File: config.mk
export PLATFORM = sky130hd
export DESIGN_NAME = turnstile_credit_ctrl
export DESIGN_NICKNAME = d
export VERILOG_FILES = /design/src/rtl/turnstile_credit_ctrl.sv
export SDC_FILE = /design/constraint.sdc
export NUM_CORES = 1
export LEC_CHECK = 0
export ABC_AREA = 1
export BUFFER_PORTS_ARGS = -buffer_cell sky130_fd_sc_hd__buf_2
export CORE_AREA = 8 8 63 79
export DETAILED_ROUTE_END_ITERATION = 6
export DIE_AREA = 0 0 71 87
export MAX_ROUTING_LAYER = met4
export PLACE_DENSITY = 0.82
export SYNTH_ARGS = -nofsm -noshare
export SYNTH_HDL_FRONTEND = slang
export SYNTH_SLANG_ARGS = --single-unit
File: constraint.sdc
create_clock -name clk_i -period 3.5 [get_ports clk_i]
set_input_delay 0.7 -clock clk_i [delete_from_list [all_inputs] [get_ports clk_i]]
set_output_delay 0.7 -clock clk_i [all_outputs]
set_load 0.05 [all_outputs]
File: src/rtl/turnstile_credit_ctrl.sv
// Credit-pool turnstile controller: multi-value coins, fare deduction, saturating credit, pass counter, forced-push alarm.
// Optional refund port pair is enabled by defining TURNSTILE_REFUND_EN.
module turnstile_credit_ctrl #(
   parameter int unsigned CREDIT_W     = 8,
   parameter int unsigned COIN_W       = 4,
   parameter int unsigned FARE         = 1,
   parameter int unsigned PASS_W       = 16,
   parameter int unsigned ALARM_CYCLES = 4
) (
   input  logic                clk_i,
   input  logic                rst_i,
   input  logic                coin_i,
   input  logic [COIN_W-1:0]   coin_value_i,
   input  logic                push_i,
`ifdef TURNSTILE_REFUND_EN
   input  logic                refund_i,
   output logic [CREDIT_W-1:0] refund_value_o,
`endif
   output logic                locked_o,
   output logic                unlocked_o,
   output logic                alarm_o,
   output logic [CREDIT_W-1:0] credit_o,
   output logic                pass_o,
   output logic [PASS_W-1:0]   pass_count_o,
   output logic                overflow_o
);

   localparam int unsigned SUM_W  = ((COIN_W > CREDIT_W) ? COIN_W : CREDIT_W) + 1;
   localparam int unsigned ACNT_W = (ALARM_CYCLES > 1) ? $clog2(ALARM_CYCLES) : 1;
   localparam logic [CREDIT_W-1:0] CREDIT_MAX = '1;
   localparam logic [CREDIT_W-1:0] FARE_V     = CREDIT_W'(FARE);
   localparam logic [ACNT_W-1:0]   ALARM_LOAD = ACNT_W'(ALARM_CYCLES - 1);

   if (FARE < 1 || 64'(FARE) > ((64'd1 << CREDIT_W) - 64'd1)) begin : g_bad_fare
      $error("turnstile_credit_ctrl: FARE out of range 1..2^CREDIT_W-1");
   end
   if (ALARM_CYCLES < 1) begin : g_bad_alarm
      $error("turnstile_credit_ctrl: ALARM_CYCLES must be >= 1");
   end

   typedef enum logic [2:0] {
      ST_LOCKED   = 3'b001,
      ST_UNLOCKED = 3'b010,
      ST_ALARM    = 3'b100
   } state_t;

   state_t              state_q, state_d;
   logic [CREDIT_W-1:0] credit_q, credit_d;
   logic                pass_q, pass_d;
   logic [PASS_W-1:0]   count_q, count_d;
   logic                overflow_q, overflow_d;
   logic [ACNT_W-1:0]   acnt_q, acnt_d;
   logic [COIN_W-1:0]   coin_add;
   logic                pass_acc;
   logic [SUM_W-1:0]    sum;
`ifdef TURNSTILE_REFUND_EN
   logic [CREDIT_W-1:0] refund_q, refund_d;
`endif

   // State and datapath registers
   always_ff @(posedge clk_i) begin
      if (rst_i) begin
         state_q    <= ST_LOCKED;
         credit_q   <= '0;
         pass_q     <= 1'b0;
         count_q    <= '0;
         overflow_q <= 1'b0;
         acnt_q     <= '0;
      end else begin
         state_q    <= state_d;
         credit_q   <= credit_d;
         pass_q     <= pass_d;
         count_q    <= count_d;
         overflow_q <= overflow_d;
         acnt_q     <= acnt_d;
      end
   end

`ifdef TURNSTILE_REFUND_EN
   always_ff @(posedge clk_i) begin
      if (rst_i) refund_q <= '0;
      else       refund_q <= refund_d;
   end
   assign refund_value_o = refund_q;
`endif

   // Credit arithmetic, pass accounting and next-state selection
   always_comb begin
      state_d    = state_q;
      credit_d   = credit_q;
      pass_d     = 1'b0;
      count_d    = count_q;
      overflow_d = overflow_q;
      acnt_d     = acnt_q;
`ifdef TURNSTILE_REFUND_EN
      refund_d   = '0;
`endif

      coin_add = coin_i ? coin_value_i : '0;
      pass_acc = push_i && (state_q == ST_UNLOCKED) && (credit_q >= FARE_V);
      sum      = SUM_W'(credit_q) + SUM_W'(coin_add) - (pass_acc ? SUM_W'(FARE_V) : SUM_W'(0));

      if (sum > SUM_W'(CREDIT_MAX)) begin
         credit_d   = CREDIT_MAX;
         overflow_d = 1'b1;
      end else begin
         credit_d = sum[CREDIT_W-1:0];
      end

      if (pass_acc) begin
         pass_d  = 1'b1;
         count_d = count_q + PASS_W'(1);
      end

      case (state_q)
         ST_LOCKED: begin
            if (push_i && (credit_d < FARE_V)) begin
               state_d = ST_ALARM;
               acnt_d  = ALARM_LOAD;
            end else if (credit_d >= FARE_V) begin
               state_d = ST_UNLOCKED;
            end
         end
         ST_UNLOCKED: state_d = (credit_d >= FARE_V) ? ST_UNLOCKED : ST_LOCKED;
         ST_ALARM: begin
            if (credit_d >= FARE_V)         state_d = ST_UNLOCKED;
            else if (acnt_q == '0)          state_d = ST_LOCKED;
            else                            acnt_d  = acnt_q - ACNT_W'(1);
         end
         default: state_d = ST_LOCKED;
      endcase

`ifdef TURNSTILE_REFUND_EN
      // Refund overrides coin and push: coin lost, no pass, overflow untouched
      if (refund_i) begin
         refund_d   = credit_q;
         credit_d   = '0;
         state_d    = ST_LOCKED;
         pass_d     = 1'b0;
         count_d    = count_q;
         overflow_d = overflow_q;
         acnt_d     = '0;
      end
`endif
   end

   assign locked_o     = state_q[0];
   assign unlocked_o   = state_q[1];
   assign alarm_o      = state_q[2];
   assign credit_o     = credit_q;
   assign pass_o       = pass_q;
   assign pass_count_o = count_q;
   assign overflow_o   = overflow_q;

endmodule
### Word level (Yosys, flattened, before mapping)

Index checks and enable logic that the tools add are counted.

| word-level totals | value |
|---|---|
| flip-flop bits (word level) | 31 |
| word-level logic and storage cells | 43 |

| operators by class | value |
|---|---|
| add/subtract/negate cells | 4 |
| reduce and logical (&&, ||, !) cells | 7 |
| muxes and demuxes | 14 |
| magnitude comparators | 4 |
| equal/unequal tests | 8 |

Operators with widths:

| kind | number |
|---|---|
| $add 16x1->16 const B | 1 |
| $ge 8x1->1 const B | 2 |
| $mux 3 | 4 |
| $add 8x4->9 | 1 |
| $gt 9x8->1 const B | 1 |
| $pmux 3 s3 | 1 |
| $sub 9x1->9 | 1 |
| $lt 8x1->1 const B | 1 |
| $mux 2 | 4 |
| $mux 8 | 1 |
| $ne 2x2->1 const B | 3 |
| $ne 3x3->1 const B | 2 |
| $mux 4 | 1 |
| $pmux 2 s2 | 1 |
| $reduce_and 4->1 | 1 |
| $eq 3x1->1 const B | 1 |
| $eq 3x2->1 const B | 1 |
| $eq 3x3->1 const B | 1 |
| $logic_and 1x1->1 | 3 |
| $logic_not 2->1 | 1 |
| $mux 1 | 2 |
| $reduce_and 2->1 | 1 |
| $reduce_bool 2->1 | 1 |
| $sub 2x1->2 const B | 1 |

### Longest topological paths before layout

| logic depth | value |
|---|---|
| depth in word-level cells | 11 |
| depth in mapped cells | 27 |
| gate-level depth less buffers | 27 |

### Worst setup path before layout

OpenSTA, ideal clock, no wires.

| timing path | value |
|---|---|
| path kind | reg2reg |
| start point | register credit_q[4], in the netlist credit_o[4] |
| end point | register state_q[0] |
| cell stages (with the launch flop) | 24 |
| data required time | 3.376 ns |
| clock period less this slack | 3.518 ns |
| arrival | 3.394 ns |
| path slack | -0.018 ns |
| path buffers | 1 |
| path through | dfxtp_1 > inv_1 > ha_1 > nand2_1 > nand2_1 > nand2_1 > nand2_1 > nand3_1 > inv_1 > ha_1 > inv_1 > ha_1 > fa_1 > nand3_1 > nand2_1 > nand2_1 > nand3_1 > nand2_2 > buf_4 > nand3_1 > nor2_1 > nand4_1 > a21oi_1 > nand2_1 |

| on the way | value |
|---|---|
| cells in the longest elaborated chain, start to end | 10 |
| elaborated cells on any way between the ends | 17 |
| those cells by class | 2 x add/sub; 4 x order compare; 2 x eq/ne; 6 x mux; 3 x reduce/logical |

RTL lines:

| what | line | text |
|---|---|---|
| from (decl) | 48 | `logic [CREDIT_W-1:0] credit_q, credit_d;` |
| from (signal assigned) | 71 | `credit_q <= credit_d;` |
| $ge 8x1->1 (*) | 100 | `pass_acc = push_i && (state_q == ST_UNLOCKED) && (credit_q >= FARE_V);` |
| $logic_and 1x1->1 (*) | 100 |  |
| named net pass_acc | 54 | `logic pass_acc;` |
| $mux 1 (*) | 101 | `sum = SUM_W'(credit_q) + SUM_W'(coin_add) - (pass_acc ? SUM_W'(FARE_V) : SUM_W'(0));` |
| $sub 9x1->9 (*) | 101 |  |
| $gt 9x8->1 | 103 | `if (sum > SUM_W'(CREDIT_MAX)) begin` |
| $mux 8 (*) | 103 |  |
| $lt 8x1->1 | 117 | `if (push_i && (credit_d < FARE_V)) begin` |
| $logic_and 1x1->1 | 117 |  |
| $mux 3 or $ne 3x3->1 (tied branches) | -- |  |
| $pmux 3 s3 or $reduce_and 2->1 (tied branches) | -- |  |
| to (signal assigned) | 70 | `state_q <= state_d;` |
| to (decl) | 47 | `state_t state_q, state_d;` |

Mark *: on every way through the listed nets, which the timed path passes. The rest lies on a longest branch.
A chain may end at the register's enable or synchronous reset.

### Worst setup path after layout

| timing path | value |
|---|---|
| start point | register credit_q[5], in the netlist credit_o[5] |
| end point | register acnt_q[0] |

| on the way | value |
|---|---|
| cells in the longest elaborated chain, start to end | 10 |
| elaborated cells on any way between the ends | 13 |
| those cells by class | 2 x add/sub; 4 x order compare; 2 x eq/ne; 2 x mux; 3 x reduce/logical |

RTL lines:

| what | line | text |
|---|---|---|
| $ge 8x1->1 (*) | 100 |  |
| $logic_and 1x1->1 (*) | 100 |  |
| named net pass_acc | 54 |  |
| $mux 1 (*) | 101 |  |
| $sub 9x1->9 (*) | 101 |  |
| $gt 9x8->1 | 103 |  |
| $mux 8 (*) | 103 |  |
| $lt 8x1->1 | 117 |  |
| $logic_and 1x1->1 | 117 |  |
| $ne 2x2->1 (no source line) | -- |  |
| $reduce_and 4->1 (no source line) (*) | -- |  |
| to (signal assigned) | 75 | `acnt_q <= acnt_d;` |
| to (decl) | 52 | `logic [ACNT_W-1:0] acnt_q, acnt_d;` |

Marks and branches as above.

==> impl_metrics.csv <==
group,metric,value,unit
layout,syn2layout_area_growth,17.2,%
clock_network,clockBufferDepth,2,
timing,maxSlewHeadroom,66.8,%
detailed_routing,drtAntennaViolNets,0,
global_route,grt_use_total,15.9,%
floorplanning,dieHeight,87,um
logic_synthesis,synth_top_area_share,30.5,%
placement,globalplace.congestion,0.933,
timing,drv_slew,0,
critical_path,cp.arrival,3.45,ns
global_route,antenna_found_initial,0,
global_route,grt_pass1_vias,1935,
clock_network,clk-insertion-delay-late,0.29,ns
worst_hold_path,holdCritStartpoint,"overflow_o",
clock_network,cts_buffers,5,
layout,final_cell_count_no_fill,394,
critical_path,cp_cell_sequence,"inv_1, ha_1, nand2_1, nand2_1, nand2_1, nand2_1, nand3_1, inv_1, ha_1, inv_1, ha_1, fa_1, nand3_1, nand2_2, nand2_2, nand3_2, nand2_4, nand2_2, nor2_2, nand2_2, a21oi_1, nand3_1, nand2_1, nor2_1",
layout,diodes,0,
floorplanning,dieArea,6180,um2
detailed_routing,first_pass_iters,4,
clock_network,cts.sinks,31,
power,power.leakage,1.26,nW
timing,fin_crit,3.26,ns
layout,final_common_cell,"inv_1",
run_status,status,"finished, final reports clean",
detailed_routing,top_layer,"met4",
critical_path,path_common_cell,"nand2_1",
power,combinationalPowerShare,68.6,%
power,swShare,54.7,%
timing,holdWs,0.474,ns
logic_synthesis,yosysSeqAreaShare,30.5,%
logic_synthesis,synth_nets,335,
timing,fmax,0.306,GHz
critical_path,r2r_slack,0.24,ns
detailed_routing,drc,0,
timing,tightestPinTransition,0.494,ns
detailed_routing,met1_length,1.89,mm
layout,finish.net_count,378,
logic_synthesis,ys_ff_latch,31,
layout,layout_common_cells,"inv_1 (64), nand2_1 (63), buf_2 (36), dfxtp_1 (30), nor2_1 (25)",
detailed_routing,drt-total-wl,4.70,mm
logic_synthesis,synth_cell_types,25,
placement,dp_slack,0.172,ns
worst_hold_path,hold_path_class,"reg2reg",
timing,setup_violations,0,
power,total_power,0.00244,W
logic_synthesis,yosys_warnings,0,
placement,dp_cells,384,
clock_network,clkTransAtPathRegs,0.07,ns
detailed_routing,via_count,1990,
floorplanning,io_pins,37,
timing,fin_ws,0.236,ns
critical_path,endpoint_kind,"flop",
clock_network,cts-root-buf,"clkbuf_8",
timing,skew,0.00859,ns
clock_network,tritoncts,"done",
critical_path,cp_slowest_cell,"fa_1",
global_route,grt_pass1_wl,7.79,mm
detailed_routing,drt_iter0_drc,94,
critical_path,r2r-end,"acnt_q[0]",
logic_synthesis,synth.area.top_cells,"dfxtp_1 (30%), nand2_1 (12%), inv_1 (12%)",
critical_path,critPathMaxFanout,6,
logic_synthesis,synthCells,308,
logic_synthesis,synth.avg_cell_area,6.61,um2
detailed_routing,wl_met2,2.49,mm
detailed_routing,vias_per_cell,5.05,
layout,drive_above_1_share,19.9,%
worst_hold_path,whs_path_depth,2,
timing,finalHoldViolCount,0,
job,drv_cap,0,
floorplanning,start_util,53.1,%
placement,dpl.hpwl,3.67,mm
placement,portBuffers,36,
power,ir_worst_vdd,0.364,mV
global_route,grt_start_max_net_pins,20,
detailed_routing,met3_length,184,um
critical_path,critPathMaxStageDelay,0.44,ns
clock_network,cts_htree_levels,2,
critical_path,worstSetupPathType,"reg2reg",
critical_path,r2r_start,"credit_o[5]",
floorplanning,core_area,3840,um2
detailed_routing,routedWlPerCell,11.9,um
floorplanning,num_rows,26,
power,switchingPower,0.00133,W
power,p_seq_share,20.1,%
logic_synthesis,synth_top_area_cell,"dfxtp_1",
critical_path,cp_num_buf_inv,3,
critical_path,cp-start-kind,"flop",
worst_hold_path,hold-path-endpoint,"overflow_o",
power,pwr-share-clk,11.3,%
timing,finalCritPeriodShare,93.2,%
floorplanning,die_w,71,um
critical_path,critPathRequiredTime,3.68,ns
critical_path,worstRegToRegCells,24,
global_route,grt-ovfl-total,0,
critical_path,crit_family,"simple AND/OR/NAND/NOR gates",
power,intPower,0.00110,W
logic_synthesis,syn_area,2040,um2
power,p_per_area,1020,nW/um2
[area by class of cell]
cell class / instances / area, um2
clock buffer: 7 / 76.3
clock inverter: 1 / 5.00
fill: 373 / 1450
inverter: 69 / 259
multi-input combinational: 205 / 1170
sequential: 31 / 622
tap: 42 / 52.6
timing repair buffer: 39 / 203
[cell families (layout without fill, tap and decap cells)]
family	count (synthesis)	after routing	synth area share [%]
compound gates	35	35	9.03
xor+xnor	6	6	2.58
fa+ha+maj	19	19	12.0
buf+inv	73	116	13.6
flops	31	31	30.5
simple gates	144	145	32.2
[worst max-delay path by stage]
stage	from	end	slack, ns	depth (start not counted)
finish	credit_o[5]	acnt_q[0]	0.24	24
floorplan	credit_o[5]	state_q[0]	0.002	23
global placement	push_i	acnt_q[1]	0.23	19
CTS	credit_o[5]	acnt_q[0]	0.16	24
detailed placement	push_i	acnt_q[0]	0.17	19
global route	credit_o[5]	acnt_q[0]	-0.02	24
[cell usage after synthesis]
cell,n
nand4_1,4
nor2_4,1
clkbuf_1,3
nor2_2,3
a21oi_2,1
a21oi_1,17
nor2_1,25
nor3b_1,3
inv_1,64
dfxtp_1,31
nor3_1,9
xnor2_1,4
nand2_2,8
fa_1,1
buf_4,1
o21bai_1,2
nor4_1,1
nand2_1,66
inv_2,4
nand3_1,23
nor4_4,1
o21ai_0,15
clkinv_1,1
ha_1,18
xor2_1,2
[power by group through the flow]
stage	clock [W]	sequential [W]	combinational [W]
2_1_floorplan	0	0.000747	0.00102
3_3_place_gp	0	0.000496	0.00152
3_5_place_dp	0	0.000499	0.00155
4_1_cts	0.000284	0.000491	0.00156
5_1_grt	0.000294	0.000500	0.00186
6_report	0.000275	0.000490	0.00167
[sequential cells by signal (all words and copies together) (netlist names)]
signal        count
pass_o            1
state_q           3
overflow_o        1
acnt_q            2
credit_o          8
pass_count_o     16
[metal layers]
layer  vias up  track usage (%)
li1       1040                -
met1       895             14.5
met2        41             29.7
met3        14             3.69
met4         0             9.11
met5         -                -
[timing repair]
action                                  4_1_cts  5_1_grt
buffers inserted                              0        1
gates resized for setup                       0        6
hold buffers                                  0        0
endpoints found under the setup margin        0        3
[worst reg2reg max path, stage by stage (launching register included)]
cell	delay, ns
dfxtp_1	0.35
inv_1	0.08
ha_1	0.19
nand2_1	0.06
nand2_1	0.04
nand2_1	0.05
nand2_1	0.06
nand3_1	0.08
inv_1	0.07
ha_1	0.27
inv_1	0.04
ha_1	0.21
fa_1	0.44
nand3_1	0.10
nand2_2	0.10
nand2_2	0.11
nand3_2	0.12
nand2_4	0.11
nand2_2	0.06
nor2_2	0.14
nand2_2	0.09
a21oi_1	0.17
nand3_1	0.09
nand2_1	0.07
nor2_1	0.05
[metrics by stage]
stage	cell area, um2	utilization, %	TNS, ns
floorplan	2040	-	0
global placement	2270	59.1	0
detailed placement	2270	59.1	0
CTS	2350	61.2	0
global route	2390	62.2	-0.0303
finish	2390	62.2	0
Power figures use the tool's default switching activity.
